<file path="src/rtl/bsa_pkg.sv">
// Shared types for the bit-serial adder: FSM state encoding.
package bsa_pkg;

  typedef enum logic [1:0] {
    IDLE = 2'd0,
    RUN  = 2'd1,
    DONE = 2'd2
  } state_e;

endpackage

</file>
<file path="src/rtl/bit_serial_adder_fa.sv">
// Single full-adder cell evaluated once per clock by the serial adder.
module full_adder_cell (
  input  logic a,
  input  logic b,
  input  logic c,
  output logic x,
  output logic y
);

  assign x = a ^ b ^ c;
  assign y = (a & b) | (a & c) | (b & c);

endmodule

</file>
<file path="src/rtl/bit_serial_adder.sv">
// LSB-first bit-serial adder with valid/ready handshakes on both sides.
// Optional subtract mode is compiled in with the BSA_SUB_EN macro.
module bit_serial_adder
  import bsa_pkg::*;
#(
  parameter int WIDTH = 8
) (
  input  logic             clk,
  input  logic             rst_n,
  input  logic             in_valid,
  output logic             in_ready,
  input  logic [WIDTH-1:0] a_in,
  input  logic [WIDTH-1:0] b_in,
  input  logic             c_in,
`ifdef BSA_SUB_EN
  input  logic             sub,
`endif
  output logic             out_valid,
  input  logic             out_ready,
  output logic [WIDTH-1:0] sum,
  output logic             c_out,
  output logic             busy
);

  localparam int CNT_W = $clog2(WIDTH);
  localparam logic [CNT_W-1:0] LAST = CNT_W'(WIDTH - 1);

  state_e           state_q, state_d;
  logic [WIDTH-1:0] a_q, a_d;
  logic [WIDTH-1:0] b_q, b_d;
  logic [WIDTH-2:0] sh_q, sh_d;
  logic             carry_q, carry_d;
  logic [CNT_W-1:0] cnt_q, cnt_d;
  logic [WIDTH-1:0] sum_q, sum_d;
  logic             cout_q, cout_d;

  logic             fa_x, fa_y;
  logic [WIDTH-1:0] b_load;
  logic             c_load;
  logic [WIDTH-1:0] sh_ext;

`ifdef BSA_SUB_EN
  // Subtraction as A + ~B + 1; c_out then reads as "no borrow".
  assign b_load = sub ? ~b_in : b_in;
  assign c_load = sub ? 1'b1 : c_in;
`else
  assign b_load = b_in;
  assign c_load = c_in;
`endif

  full_adder_cell u_fa (
    .a (a_q[0]),
    .b (b_q[0]),
    .c (carry_q),
    .x (fa_x),
    .y (fa_y)
  );

  // The partial sum fills from the MSB; on the last bit the full word is complete.
  assign sh_ext = {fa_x, sh_q};

  always_comb begin
    state_d = state_q;
    a_d     = a_q;
    b_d     = b_q;
    sh_d    = sh_q;
    carry_d = carry_q;
    cnt_d   = cnt_q;
    sum_d   = sum_q;
    cout_d  = cout_q;
    case (state_q)
      IDLE: begin
        if (in_valid) begin
          a_d     = a_in;
          b_d     = b_load;
          carry_d = c_load;
          cnt_d   = '0;
          state_d = RUN;
        end
      end
      RUN: begin
        a_d     = {1'b0, a_q[WIDTH-1:1]};
        b_d     = {1'b0, b_q[WIDTH-1:1]};
        sh_d    = sh_ext[WIDTH-1:1];
        carry_d = fa_y;
        cnt_d   = cnt_q + CNT_W'(1);
        if (cnt_q == LAST) begin
          sum_d   = sh_ext;
          cout_d  = fa_y;
          cnt_d   = '0;
          state_d = DONE;
        end
      end
      DONE: begin
        if (out_ready) begin
          state_d = IDLE;
        end
      end
      default: state_d = IDLE;
    endcase
  end

  always_ff @(posedge clk or negedge rst_n) begin
    if (!rst_n) begin
      state_q <= IDLE;
      a_q     <= '0;
      b_q     <= '0;
      sh_q    <= '0;
      carry_q <= 1'b0;
      cnt_q   <= '0;
      sum_q   <= '0;
      cout_q  <= 1'b0;
    end else begin
      state_q <= state_d;
      a_q     <= a_d;
      b_q     <= b_d;
      sh_q    <= sh_d;
      carry_q <= carry_d;
      cnt_q   <= cnt_d;
      sum_q   <= sum_d;
      cout_q  <= cout_d;
    end
  end

  assign in_ready  = (state_q == IDLE);
  assign out_valid = (state_q == DONE);
  assign busy      = (state_q != IDLE);
  assign sum       = sum_q;
  assign c_out     = cout_q;

endmodule

</file>
<file path="config.mk">
export PLATFORM = sky130hd
export DESIGN_NAME = bit_serial_adder
export DESIGN_NICKNAME = d
export VERILOG_FILES = /design/src/rtl/bsa_pkg.sv /design/src/rtl/bit_serial_adder_fa.sv /design/src/rtl/bit_serial_adder.sv
export SDC_FILE = /design/constraint.sdc
export NUM_CORES = 1
export LEC_CHECK = 0
export BUFFER_PORTS_ARGS = -buffer_cell sky130_fd_sc_hd__buf_2
export CAP_MARGIN = 20
export CORE_AREA = 2 2 75 77
export CTS_CLUSTER_DIAMETER = 60
export CTS_CLUSTER_SIZE = 24
export DETAILED_ROUTE_END_ITERATION = 10
export DIE_AREA = 0 0 77 79
export SLEW_MARGIN = 10
export SYNTH_ARGS = -nofsm -noshare
export SYNTH_HDL_FRONTEND = slang
export SYNTH_HIERARCHICAL = 1
export SYNTH_SLANG_ARGS = --single-unit
</file>
<file path="constraint.sdc">
create_clock -name clk -period 4.6 [get_ports clk]
set_input_delay 0.92 -clock clk [delete_from_list [all_inputs] [get_ports clk]]
set_output_delay 0.92 -clock clk [all_outputs]
set_load 0.03 [all_outputs]
</file>
Word level (Yosys, flattened, before mapping)

Index checks and enable logic that the tools add are counted.

RAM bits: 0
Bits of input ports: 21
Word-level logic and storage cells: 41
Memory bits (read-only): 0
Flip-flop bits (word level): 38
Output and inout bits: 12
Latch bits: 0
Memories: 0

Shifts and indexed selects: 0
Multipliers: 0
Bitwise gates (word level): 7
Equal/unequal tests: 6
Add/sub/neg operators: 1
Muxes and demuxes: 13
Reductions and logical operators: 6
Magnitude comparators: 0
Div/mod/pow operators: 0

Operators by type and width:

| kind                                                | count |
|---|---|
| one-hot mux 8 bit (2 select lines)                  | 2 |
| two-way mux 8 bit                                   | 2 |
| two-way mux 2 bit                                   | 3 |
| two-way mux 3 bit                                   | 2 |
| one-hot mux 2 bit (3 select lines)                  | 1 |
| one-hot mux 3 bit (2 select lines)                  | 1 |
| != test 2 bit, second input constant                | 2 |
| AND reduction 2 bit                                 | 2 |
| nonzero test 2 bit                                  | 2 |
| adder 3 x 1 -> 3 bit, second input constant         | 1 |
| bitwise AND 1 bit                                   | 3 |
| equality test 3 bit, second input constant          | 1 |
| AND reduction 3 bit                                 | 1 |
| equality test 2 x 1 -> 1 bit, second input constant | 1 |
| equality test 2 bit, second input constant          | 1 |
| logical NOT 2 bit                                   | 1 |
| != test 2 x 1 -> 1 bit, second input constant       | 1 |
| OR 1 bit                                            | 2 |
| one-hot mux 1 bit (2 select lines)                  | 1 |
| bitwise XOR 1 bit                                   | 2 |
| two-way mux 1 bit                                   | 1 |

Longest topological paths before layout

Word-level depth: 4
Mapped depth: 5
Gate-level depth less buffers: 4

Modules after synthesis

The synthesis kept the hierarchy.

By module, submodules not included:

| module           | seq. area each (um^2) | times used | cells each | area an instance (um^2) |
|---|---|---|---|---|
| bit_serial_adder | 950.9                 | 1          | 135        | 1750.4 |
| full_adder_cell  | 0.0                   | 1          | 1          | 20.0 |

Least setup slack after synthesis

OpenSTA, ideal clock, no wires.

Path kind: register -> output
Start point: reg state_q[0]
End point: out in_ready
Arrival: 1162 ps
Slack: 2518 ps
Path buffers: 1
Data required time: 3680 ps
Stages on the path, launching flop included: 4
Path through: dfrtp_1 > buf_6 > or2_2 > inv_1

Word-level cells in the longest chain between the ends: 1

RTL lines:

| what                   | line                    | text |
|---|---|---|
| from (decl)            | bit_serial_adder.sv:28  | `state_e state_q, state_d;` |
| from (signal assigned) | bit_serial_adder.sv:114 | `state_q <= state_d;` |
| logical NOT 2 bit      | bit_serial_adder.sv:125 | `assign in_ready = (state_q == IDLE);` |
| to (decl)              | bit_serial_adder.sv:11  | `output logic in_ready,` |

No other way between the ends.

Final worst setup path

Start point: reg state_q[1]
End point: out in_ready

The elaborated chain is that of the path after synthesis.

==> results_dict.tcl <==
set metrics [dict create \
    reg2reg_to "sum[5]$_DFFE_PN0P_" \
    switching_share_pct 34.2 \
    rr_worst_depth 2 \
    cts_buffer_depth 2 \
    p_per_area_nw_per_um2 723 \
    ant_nets 0 \
    grt_pass1_vias 1179 \
    drv_cap 0 \
    synthTopCellsByCount "dfrtp_1, mux2_2, inv_1" \
    critPathRequiredTime_ns 3.68 \
    cts_tree "yes" \
    vias 1160 \
    drc 0 \
    initial_utilization_pct 33.2 \
    critical_path_class "reg2out" \
    synth-main-ff-cell "dfrtp_1" \
    rrSetupSlack_ns 2.52 \
    stdcell_count 237 \
    relSlewSlack_pct 39.4 \
    grt_max_degree 39 \
    netlist.area_leader.share_pct 53.7 \
    tightest_slew_ns 0.909 \
    pwr-share-comb_pct 36.0 \
    grt-ovfl-total 0 \
    ys_seq_area_share_pct 53.7 \
    pre_cts_ws_ns 2.26 \
    portBuffers 32 \
    drv_slew 0 \
    ios 33 \
    p_sw_mw 0.518 \
    ys.warnings.count 6 \
    numCtsBuffers 5 \
    syn_area_sq_um 1770 \
    crit_slowest_cell "dfrtp_1" \
    cpPeakStageDelay_ns 0.71 \
    ys_types 27 \
    antenna_found_initial 0 \
    cp.depth 3 \
    synth.most_common_cell "dfrtp_1" \
    synthCells 136 \
    power_frac_seq_pct 41.2 \
    status "completed" \
    core_area_sq_um 5340 \
    hp-class "reg2reg" \
    cp.arrival_ns 1.75 \
    dp_cells 229 \
    synth_area_leaders "dfrtp_1, mux2_2, o221a_2, or4b_1, nor3b_1" \
    gp_congestion 0.728 \
    antenna_cells 0 \
    crit_chain "or2_2 -> inv_1 -> buf_2" \
    fp-row-count 27 \
    grt_pass1_wl_mm 5.96 \
    clk_latency_ns 0.29 \
    max_freq_ghz 0.374 \
    cts_resized 0 \
    syn_area_per_cell_sq_um 13.0 \
    die_x_microns 77 \
    intPower_mw 0.998 \
    clockPowerShare_pct 22.8 \
    final_layout_size_suffix_gt1_share_pct 40.0 \
    drtIter0Drc 83 \
    routedWlPerCell_microns 14.3 \
    routed_wl_mm 3.39 \
    path_max_fanout 33 \
    reg2reg_from "state_q[0]$_DFFE_PN0P_" \
    cp_top_family "flip-flops" \
    fin_ws_ns 1.93 \
    fin_tns_setup_ns 0 \
    period_share_pct 58.1 \
    area_growth_pct 18.4 \
    end_kind "primary output" \
    nNetsFinal 188 \
    setup_viol 0 \
    syn_nets 160 \
    hold_viol 0 \
    p_leak_nw 0.957 \
    critPathBufInv 2 \
    ys_ff_latch 38 \
    die_h_microns 79 \
    clock_sinks 38 \
    grt_setup_unrepaired "false" \
    crit_path_end "in_ready" \
    drt_pass1_iterations 4 \
    min_period_ns 2.67 \
    setup.worst_path.start "state_q[1]$_DFFE_PN0P_" \
    clk_pin_slew_worst_paths_ns 0.07 \
    grt.total_usage_pct 12.2 \
    async_flop_share_pct 100 \
    htreeDepth 2 \
    ctsHoldBuffers 0 \
    yosysTopAreaCell "dfrtp_1" \
    utilization_pct 39.3 \
    synth-edff-count 0 \
    dieArea_sq_um 6080 \
    hpwl_mm 2.27 \
    cp-start-kind "flip-flop" \
    viasPerCell 4.89 \
    skew_ns 0.00444 \
    vdd_ir_drop_max_mv 0.213 \
    cts_root_buf "clkbuf_8" \
    post_cts.repair.setup_buffers 0 \
]
-- flip-flops by register name, indices dropped and copies added (netlist names) --
signal	flops
a_q	8
state_q	2
c_out	1
b_q	8
cnt_q	3
sum	8
carry_q	1
sh_q	7
-- worst min-delay path by stage --
stage	startpoint	endpoint	slack, ns	cells past startpoint
floorplan	cnt_q[1]$_DFFE_PN0P_	cnt_q[1]$_DFFE_PN0P_	0.47	1
global placement	sum[0]$_DFFE_PN0P_	sum[0]$_DFFE_PN0P_	0.48	1
detailed placement	sum[6]$_DFFE_PN0P_	sum[6]$_DFFE_PN0P_	0.49	1
CTS	sum[6]$_DFFE_PN0P_	sum[6]$_DFFE_PN0P_	0.50	1
global route	cnt_q[1]$_DFFE_PN0P_	cnt_q[1]$_DFFE_PN0P_	0.52	1
finish	sum[1]$_DFFE_PN0P_	sum[1]$_DFFE_PN0P_	0.50	1
-- cell type report --
| cell class | count | area [sq um] |
|---|---|---|
| sequential | 38 | 951 |
| clock buffer | 6 | 82.6 |
| timing repair buffer | 32 | 160 |
| inverter | 10 | 37.5 |
| multi-input combinational | 77 | 714 |
| fill | 552 | 3240 |
| clock inverter | 2 | 60.1 |
| tap | 72 | 90.1 |
-- per-stage QoR --
step | hold slack (ns) | power [mW] | cell area [sq um]
2_1_floorplan | 0.470 | 1.05 | 1770
3_3_place_gp | 0.483 | 1.16 | 1950
3_5_place_dp | 0.487 | 1.18 | 1950
4_1_cts | 0.505 | 1.53 | 2100
5_1_grt | 0.519 | 1.63 | 2100
6_report | 0.501 | 1.52 | 2100
-- cells in the final DEF (no fill, tap or decap), drive strengths merged --
cell    count
nor4bb      2
a211o       2
o21ba       1
o21ai       1
nand2b      4
o21bai      1
nand3b      1
a22o        3
a21oi       1
nor2        1
clkbuf      6
inv        10
nor4b       7
nor2b       2
o221a       7
or4b        7
ha          2
or2         1
nor3b       9
dfrtp      38
a211oi      7
a222oi      1
bufinv      2
fa          1
mux2       16
buf        32
-- logic make-up after synthesis --
kind of cell               Yosys count  share of synthesized area, %
buffers and inverters               21                          5.94
adders and majority gates            3                          2.54
and+or+nand+nor                     34                          15.6
AOI/OAI and AO/OA                   24                          12.0
DFF                                 38                          53.7
muxes                               16                          10.2
-- metal layers --
layer / vias to the layer above / GRT usage [%] / share of wire, %
li1: 559 / - / -
met1: 571 / 17.3 / 50
met2: 25 / 18.1 / 45
met3: 5 / 3.75 / 4.2
met4: 0 / 3.39 / 1.1
met5: - / 0 / 0
-- power groups by stage --
stage	Combinational [mW]	Sequential [mW]	Clock, mW
floorplan	0.403	0.648	0
detailed placement	0.554	0.630	0
global placement	0.535	0.624	0
CTS	0.554	0.627	0.352
global route	0.602	0.655	0.370
finish	0.545	0.625	0.346
Note: power is estimated with default switching activity, not from simulation.
